$ cat src/rtl/dso100_overlay_pkg.sv
// Shared types and constants for the DSO100 graticule overlay source.
package dso100_overlay_pkg;

    typedef logic [31:0] argb_t;

    localparam argb_t ARGB_TRANSPARENT     = 32'h0000_0000;
    localparam argb_t DEFAULT_GRID_COLOR   = 32'h8080_8080;
    localparam argb_t DEFAULT_CURSOR_COLOR = 32'hFFFF_FF00;

    localparam int unsigned COORD_W = 10;
    typedef logic [COORD_W-1:0] coord_t;

    typedef enum logic [1:0] {
        IDLE,
        RUN,
        DONE
    } state_t;

endpackage

$ cat src/rtl/dso100_overlay_raster_counter.sv
// Raster position (x, y) plus per-axis division phase counters (dx, dy).
// Division counters wrap at DIV_PX-1 so grid lines need no divide or modulo logic.
module dso100_overlay_raster_counter
    import dso100_overlay_pkg::*;
#(
    parameter int unsigned H_ACTIVE = 800,
    parameter int unsigned V_ACTIVE = 480,
    parameter int unsigned DIV_PX   = 50
) (
    input  logic   clk,
    input  logic   rst,
    input  logic   clear,
    input  logic   advance,
    output coord_t x,
    output coord_t y,
    output logic   dx_zero,
    output logic   dy_zero,
    output logic   last_pixel
);

    localparam int unsigned DIV_W = (DIV_PX > 1) ? $clog2(DIV_PX) : 1;
    localparam coord_t X_LAST = coord_t'(H_ACTIVE - 1);
    localparam coord_t Y_LAST = coord_t'(V_ACTIVE - 1);
    localparam logic [DIV_W-1:0] D_LAST = DIV_W'(DIV_PX - 1);

    logic [DIV_W-1:0] dx;
    logic [DIV_W-1:0] dy;

    always_ff @(posedge clk or posedge rst) begin
        if (rst) begin
            {x, y, dx, dy} <= '0;
        end else if (clear) begin
            {x, y, dx, dy} <= '0;
        end else if (advance) begin
            if (x == X_LAST) begin
                x  <= '0;
                dx <= '0;
                if (y == Y_LAST) begin
                    y  <= '0;
                    dy <= '0;
                end else begin
                    y  <= y + 1'b1;
                    dy <= (dy == D_LAST) ? '0 : dy + 1'b1;
                end
            end else begin
                x  <= x + 1'b1;
                dx <= (dx == D_LAST) ? '0 : dx + 1'b1;
            end
        end
    end

    assign dx_zero    = (dx == '0);
    assign dy_zero    = (dy == '0);
    assign last_pixel = (x == X_LAST) && (y == Y_LAST);

endmodule

$ cat src/rtl/dso100_grid_overlay.sv
// Graticule overlay source: streams grid, border and optional crosshair as ARGB8888.
// Crosshair is compiled in only when DSO100_OVERLAY_CURSOR_EN is defined.
module dso100_grid_overlay
    import dso100_overlay_pkg::*;
#(
    parameter int unsigned H_ACTIVE     = 800,
    parameter int unsigned V_ACTIVE     = 480,
    parameter int unsigned DIV_PX       = 50,
    parameter argb_t       GRID_COLOR   = DEFAULT_GRID_COLOR,
    parameter argb_t       CURSOR_COLOR = DEFAULT_CURSOR_COLOR
) (
    input  logic        CLK,
    input  logic        RST,
    input  logic        OVERLAY_SYNC,
    input  logic        OVERLAY_EN,
    output logic        OVERLAY_VALID,
    output logic [31:0] OVERLAY_DATA,
    input  logic        GRID_EN,
    input  logic [9:0]  CURSOR_X,
    input  logic [9:0]  CURSOR_Y,
    output logic        FRAME_DONE
);

    localparam coord_t X_LAST = coord_t'(H_ACTIVE - 1);
    localparam coord_t Y_LAST = coord_t'(V_ACTIVE - 1);

    state_t state_q, state_d;
    logic   valid_q, valid_d;
    argb_t  data_q, data_d;
    logic   done_q, done_d;
    logic   grid_en_q;

    coord_t x, y;
    logic   dx_zero, dy_zero, last_pixel;
    logic   load, xfer, cursor_hit, border_hit;
    argb_t  pix_color;

    dso100_overlay_raster_counter #(
        .H_ACTIVE (H_ACTIVE),
        .V_ACTIVE (V_ACTIVE),
        .DIV_PX   (DIV_PX)
    ) u_raster (
        .clk        (CLK),
        .rst        (RST),
        .clear      (OVERLAY_SYNC),
        .advance    (load),
        .x          (x),
        .y          (y),
        .dx_zero    (dx_zero),
        .dy_zero    (dy_zero),
        .last_pixel (last_pixel)
    );

`ifdef DSO100_OVERLAY_CURSOR_EN
    coord_t cursor_x_q, cursor_y_q;

    always_ff @(posedge CLK or posedge RST) begin
        if (RST) begin
            cursor_x_q <= '0;
            cursor_y_q <= '0;
        end else if (OVERLAY_SYNC) begin
            cursor_x_q <= CURSOR_X;
            cursor_y_q <= CURSOR_Y;
        end
    end

    // x/y never exceed the active area, so off-screen cursor coordinates cannot match.
    assign cursor_hit = (x == cursor_x_q) || (y == cursor_y_q);
`else
    logic unused_cursor;
    assign unused_cursor = ^{CURSOR_X, CURSOR_Y, CURSOR_COLOR};
    assign cursor_hit    = 1'b0;
`endif

    assign border_hit = (x == '0) || (x == X_LAST) || (y == '0) || (y == Y_LAST);

    always_comb begin
        pix_color = ARGB_TRANSPARENT;
        if (cursor_hit) begin
            pix_color = CURSOR_COLOR;
        end else if (border_hit) begin
            pix_color = GRID_COLOR;
        end else if (grid_en_q && (dx_zero || dy_zero)) begin
            pix_color = GRID_COLOR;
        end
    end

    assign load = (state_q == RUN) && (!valid_q || OVERLAY_EN) && !OVERLAY_SYNC;
    assign xfer = valid_q && OVERLAY_EN;

    always_comb begin
        state_d = state_q;
        valid_d = valid_q;
        data_d  = data_q;
        done_d  = 1'b0;
        if (OVERLAY_SYNC) begin
            state_d = RUN;
            valid_d = 1'b0;
            data_d  = ARGB_TRANSPARENT;
        end else begin
            if (load) begin
                valid_d = 1'b1;
                data_d  = pix_color;
                if (last_pixel) begin
                    state_d = DONE;
                end
            end else if (xfer) begin
                valid_d = 1'b0;
            end
            // In DONE the output register can only hold the final pixel of the frame.
            done_d = (state_q == DONE) && xfer;
        end
    end

    always_ff @(posedge CLK or posedge RST) begin
        if (RST) begin
            state_q   <= IDLE;
            valid_q   <= 1'b0;
            data_q    <= ARGB_TRANSPARENT;
            done_q    <= 1'b0;
            grid_en_q <= 1'b0;
        end else begin
            state_q <= state_d;
            valid_q <= valid_d;
            data_q  <= data_d;
            done_q  <= done_d;
            if (OVERLAY_SYNC) begin
                grid_en_q <= GRID_EN;
            end
        end
    end

    assign OVERLAY_VALID = valid_q;
    assign OVERLAY_DATA  = data_q;
    assign FRAME_DONE    = done_q;

endmodule
$ cat config.mk
export PLATFORM = sky130hd
export DESIGN_NAME = dso100_grid_overlay
export DESIGN_NICKNAME = d
export VERILOG_FILES = /design/src/rtl/dso100_overlay_pkg.sv /design/src/rtl/dso100_overlay_raster_counter.sv /design/src/rtl/dso100_grid_overlay.sv
export SDC_FILE = /design/constraint.sdc
export NUM_CORES = 1
export LEC_CHECK = 0
export CORE_UTILIZATION = 50
export DETAILED_ROUTE_END_ITERATION = 6
export PLACE_DENSITY_LB_ADDON = 0.3
export RECOVER_POWER = 50
export SETUP_SLACK_MARGIN = 0.3
export SYNTH_ARGS = -nofsm -noshare
export SYNTH_HDL_FRONTEND = slang
export SYNTH_SLANG_ARGS = --single-unit
$ cat constraint.sdc
create_clock -name CLK -period 3 [get_ports CLK]
set_clock_uncertainty 0.15 [all_clocks]
set_input_delay 0.6 -clock CLK [delete_from_list [all_inputs] [get_ports CLK]]
set_output_delay 0.6 -clock CLK [all_outputs]
set_load 0.005 [all_outputs]
==> results of run 1 <==
-- routing by layer --
layer  part of all wire  vias up  track usage
met4              0.013        0      0.06667
li1                   -      870            -
met2               0.45       65       0.2942
met5                  0        -            0
met3              0.054        6      0.04329
met1               0.49      842       0.2803
-- registers in the layout (all words and copies together) (netlist names) --
name	cells
u_raster.dy	6
u_raster.dx	6
state_q	2
u_raster.x	10
u_raster.y	10
OVERLAY_VALID	1
grid_en_q	1
FRAME_DONE	1
OVERLAY_DATA	1
-- cell type report --
cell class | instances | area (um^2)
Sequential cell | 38 | 950.9
Multi-Input combinational cell | 200 | 1182
Inverter | 15 | 56.30
Clock buffer | 7 | 76.32
Clock inverter | 1 | 30.03
Fill cell | 401 | 1933
Tap cell | 52 | 65.06
Timing Repair Buffer | 13 | 120.1
-- metrics by stage --
| step | setup WS [ns] | area (um^2) | utilization | power (mW) |
|---|---|---|---|---|
| 6_report | 0.6235 | 2481 | 0.5621 | 1.127 |
| 5_1_grt | 0.4383 | 2481 | 0.5621 | 1.194 |
| 4_1_cts | 0.5992 | 2484 | 0.5626 | 1.146 |
| 3_5_place_dp | 0.4357 | 2377 | 0.5385 | 0.7126 |
| 3_3_place_gp | 0.4624 | 2377 | 0.5385 | 0.7070 |
| 2_1_floorplan | 1.031 | 2439 | - | 0.6915 |
-- logic make-up after synthesis --
kind of cell,after synthesis,synth area share
and+or+nand+nor,102,0.2313
buffers and inverters,50,0.1306
AOI/OAI and AO/OA,47,0.1263
DFF,38,0.4069
xor gates and xnor gates,12,0.04497
adders and majority gates,10,0.05353
other,1,0.001604
muxes,1,0.004818
-- path summary, 6_finish.rpt --
check	endpoint	depth (start not counted)	slack [ns]
min	u_raster.dy[5]	1	0.39
max reg2reg	u_raster.dy[1]	4	0.62
min in group asynchronous	u_raster.y[2]	3	0.87
min reg2reg	u_raster.dy[5]	1	0.39
max in group asynchronous	grid_en_q	3	1.25
max	u_raster.dy[1]	4	0.62
-- synth_stat cells, types with 6 or more instances --
| cell type | instances | area, um^2 |
|---|---|---|
| o21ai_0 | 10 | 50.05 |
| inv_1 | 15 | 56.30 |
| ha_1 | 10 | 125.1 |
| nand4_1 | 8 | 50.05 |
| a21oi_1 | 14 | 70.07 |
| nor2_1 | 27 | 101.4 |
| buf_4 | 31 | 232.7 |
| o31ai_1 | 6 | 45.04 |
| dfrtp_1 | 38 | 950.9 |
| nand2_1 | 16 | 60.06 |
| nand3_1 | 13 | 65.06 |
| xor2_1 | 7 | 61.31 |
-- power breakdown --
group          total [mW]  switching [mW]  internal (mW)
combinational       0.144          0.0872         0.0567
sequential          0.555          0.0235          0.532
clock               0.428           0.179          0.249
total                1.13           0.289          0.837
==> run summary, run 1 <==
max incr delay on CP = 0.87 ns
crit end category = flop
Detailed Place HPWL = 3.061 mm
Num Clock Sinks = 38
Worst VDD drop = 0.0002415 V
CP max-delay cell = o41ai_1
die area = 0.004952 mm^2
sum of buffers and inverters on the critical path = 0
Fin. Hold Viols = 0
Die Height = 70.37 um
vias in the first global route = 1,613
hold buffer count at CTS = 0
DR vias/cell = 5.469
Clock transition at path regs = 0.08 ns
beginning of the worst hold path = u_raster.dy[5]
fin crit share = 0.7922
unrepaired setup endpoints after global routing = no
IO buf count = 10
Worst path top cell family by delay = compound AO/OA/AOI/OAI gates
gr usage total = 0.1967
postcts setup bufs = 0
Pre-Repair DR Iteration Count = 4
asr flop ratio synth = 1.000
grt total ovfl = 0
Tmin final = 2.376 ns
CTS H-Tree Depth = 2
core region area = 0.004414 mm^2
post-cts resize count = 0
leak pwr = 1.106 nW
initial antenna violation count = 0
Worst Path Required = 3.01 ns
number of synthesized flops with an enable pin = 0
Routed Antenna Nets = 0
# setup viols final = 0
CTS tree = built
Avg Inst Size Synth = 8.955 um^2
cells after synthesis = 261
Yosys reg bits = 38
Slew HR = 0.3683
Power Density = 454.2 mW/mm^2
post-synthesis sequential area ratio = 0.4069
vias post-DR = 1,783
maximum fanout along the worst path = 6
Max Slew Vio Count = 0
CP cell instances = or2_2 -> o41ai_1 -> nand2b_1 -> o22ai_1
CTS buffer count = 5
Final Non-Filler Cells = 326
setup TNS = 0 ns
final hold slack = 0.3870 ns
wire length per cell = 13.01 um
startpoint types = flop
synth warn = 0
GPL Wtd Cong = 0.8028
CP startpoint = u_raster.y[5]
initial core utilization = 0.5295
fmax = 420.8 MHz
Rows = 24
outcome = completed
Area Overhead vs Synth = 6.156%
Yosys cell types = 42
first-pass GRT wire length = 7.686 mm
crit path DAT = 2.38 ns
commonest non-fill, non-tap cell in the layout = dfrtp_1
nets@finish = 308
CP Class = flop to flop
pin count of the biggest net entering global routing = 39
most frequent cells in the layout = dfrtp_1 (38), conb_1 (28), nor2_1 (27)
Worst-Margin Slew = 0.9354 ns
Clock Tree Buf Depth = 2
clk root buf = clkbuf_8
layout cells sized above 1 = 0.05839
RR Startpoint = u_raster.y[5]
Post-synth top flop = dfrtp_1
Post-Syn Area = 0.002337 mm^2
DR DRC count = 0
DRT Wirelength = 4.240 mm
# placed instances = 318
Die X = 70.37 um
Starting DRT DRC Count = 113
clock latency at the later pin of the worst-skew pair = 0.29 ns
Boundary Pins = 59
Hold Crit Class = flop to flop
max-cap violations = 0
Ant. Diodes = 0
Power figures use the tool's default switching activity.
==> inputs of run 2 (changes only) <==
--- a/config.mk
+++ b/config.mk
@@ -5,7 +5,7 @@
 export SDC_FILE = /design/constraint.sdc
 export NUM_CORES = 1
 export LEC_CHECK = 0
-export CORE_UTILIZATION = 50
+export CORE_UTILIZATION = 44
 export DETAILED_ROUTE_END_ITERATION = 6
 export PLACE_DENSITY_LB_ADDON = 0.3
 export RECOVER_POWER = 50
==> constraint.sdc (replaced) <==
create_clock -name CLK -period 2 [get_ports CLK]
set_clock_uncertainty 0.15 [all_clocks]
set_input_delay 0.4 -clock CLK [delete_from_list [all_inputs] [get_ports CLK]]
set_output_delay 0.4 -clock CLK [all_outputs]
set_load 0.005 [all_outputs]
==> run summary, run 2 (synthesis results as in run 1) <==
hold path depth = 3 (+2)
Rows = 26 (+8.3%)
Worst-Margin Slew = 0.9718 ns (+0.03639 ns)
fin crit share = 1.024 (+0.2318)
max-cap violations = 0 (unchanged)
Area Overhead vs Synth = 41.54%
part of the power in the clock network = 0.318 (-0.062)
hold buffer count at CTS = 0 (unchanged)
biggest regs = u_raster.x: 10 flops, u_raster.y: 10 flops
Num Clock Sinks = 38 (unchanged)
nets@finish = 361 (+17%)
R2R Setup Slk = -0.05 ns (-0.67 ns)
Detailed Place HPWL = 3.361 mm (+9.8%)
Tot Pwr = 1.748 mW (+55%)
CTS buffer count = 5 (unchanged)
DR vias/cell = 5.096 (-6.8%)
Die Height = 74.88 um (+6.4%)
crit path capture = u_raster.x[6]
Worst VDD drop = 0.0002618 V (+8.4%)
Hold Crit Class = primary input to flop
clk root buf = clkbuf_8
leak pwr = 1.492 nW (+35%)
vias in the first global route = 1,907 (+18%)
startpoint types = flop
initial core utilization = 0.4576 (-0.07186)
first-pass GRT wire length = 8.638 mm (+12%)
Clock Tree Buf Depth = 2 (unchanged)
Routed Antenna Nets = 0 (unchanged)
CP Class = flop to flop
CTS tree = built
Comb power frac = 0.207 (+0.079)
max incr delay on CP = 0.41 ns (-0.46 ns)
final setup margin = -0.04782 ns (-0.6714 ns)
worst-case reg-to-reg path depth = 8 (+4)
crit path DAT = 2.08 ns (-0.30 ns)
Die X = 74.88 um (+6.4%)
Slew HR = 0.3522 (-0.01610)
Pint = 1.245 mW (+49%)
die area = 0.005607 mm^2 (+13%)
switching part of the total = 0.2877 (+0.03080)
CP cell instances = or3_4 -> nor3_4 -> buf_4 -> buf_6 -> a21o_4 -> buf_12 -> buf_12 -> a21oi_2
fmax = 488.3 MHz (+16%)
sequential share of power = 0.475 (-0.018)
GPL Wtd Cong = 0.8324 (+3.7%)
DR DRC count = 0 (unchanged)
layout cells sized above 1 = 0.3731 (+0.3147)
Pre-Repair DR Iteration Count = 4 (unchanged)
crit end category = flop
Tmin final = 2.048 ns (-0.3286 ns)
core region area = 0.005107 mm^2 (+16%)
worst r2r dst = u_raster.x[6]
Boundary Pins = 59 (unchanged)
clock latency at the later pin of the worst-skew pair = 0.29 ns (about the same)
unrepaired setup endpoints after global routing = yes
Starting DRT DRC Count = 72 (-36%)
final hold slack = 0.2664 ns (-0.1205 ns)
pin count of the biggest net entering global routing = 39 (unchanged)
worst slack, placed = -0.1421 ns (-0.5778 ns)
Max Slew Vio Count = 0 (unchanged)
violated checks = setup timing
# setup viols final = 16 (+16)
Clock transition at path regs = 0.08 ns (about the same)
outcome = finished, violations left
DRT Wirelength = 5.235 mm (+23%)
CP max-delay cell = or3_4
vias post-DR = 2,023 (+13%)
wire length per cell = 13.19 um (+1.4%)
GR Util met2 = 0.3453 (+0.05117)
CTS H-Tree Depth = 2 (unchanged)
gr usage total = 0.2042 (+0.007523)
grt total ovfl = 0 (unchanged)
Ant. Diodes = 0 (unchanged)
FILL cells = 398 (-0.75%)
Critical Path Most Common Cell = buf_12
Power Density = 528.3 mW/mm^2 (+16%)
grt met3 use = 0.04284 (-0.0004520)
RR Startpoint = u_raster.x[7]
most frequent cells in the layout = buf_4 (46), dfrtp_1 (38), conb_1 (28)
commonest non-fill, non-tap cell in the layout = buf_4
GRT busiest layer = met2
Psw = 0.5028 mW (+74%)
Fin. Hold Viols = 0 (unchanged)
grt met1 use = 0.2574 (-0.02291)
IO buf count = 10 (unchanged)
initial antenna violation count = 0 (unchanged)
Worst Path Required = 2.03 ns (-0.98 ns)
maximum fanout along the worst path = 8 (+2)
CP startpoint = u_raster.x[7]
run 2: worst min-delay path by stage:
stage | from | to | slack [ns]
6_report | OVERLAY_EN | FRAME_DONE | 0.27
5_1_grt | OVERLAY_EN | FRAME_DONE | 0.30
4_1_cts | RST | u_raster.x[7] | 0.31
3_5_place_dp | grid_en_q | grid_en_q | 0.36
3_3_place_gp | grid_en_q | grid_en_q | 0.35
2_1_floorplan | grid_en_q | grid_en_q | 0.33
run 2: stage by stage:
stage	utilization	instances	instance area, um^2	setup TNS, ns
2_1_floorplan	-	288	2491	0
3_5_place_dp	0.5225	365	2669	-1.610
6_report	0.6477	397	3308	-0.4456
5_1_grt	0.6477	397	3308	-1.610
4_1_cts	0.5960	385	3044	-0.03251
3_3_place_gp	0.5225	365	2669	-1.925
run 2: worst max-delay path: cells and delay by family, from the launching register on:
kind	cells	cell delay, ns
DFF	1	0.38
AOI/OAI and AO/OA	2	0.23
buffers and inverters	4	0.50
and+or+nand+nor	2	0.66
run 2: power groups by stage:
stage                     registers [mW]  clock network, mW  logic (mW)
after floorplan                    0.840                  0       0.205
final                              0.831              0.555       0.362
after global placement             0.840                  0       0.271
after global routing               0.836              0.597       0.407
after detailed placement           0.841                  0       0.276
after CTS                          0.828              0.568       0.323
run 2: final cells by class:
type	instances	area [um^2]	share of cell area
multi-input combinational	200	1554	0.4697
sequential	38	950.9	0.2874
timing repair buffer	66	568.0	0.1717
tap	70	87.58	0.02648
clock buffer	7	86.33	0.02610
inverter	15	56.30	0.01702
clock inverter	1	5.005	0.001513
run 2: timing repair:
item | in CTS | in global routing
pin swaps | 21 | 17
endpoints found under the setup margin | 36 | 36
resized for setup | 49 | 42
buffers inserted | 12 | 12
run 2: per-layer routing:
layer	share of wire	vias to the layer above	wire length (um)
met5	0	-	0
met4	0.021	0	112
met3	0.032	10	167
met2	0.50	43	2618
met1	0.45	985	2337
li1	-	985	-
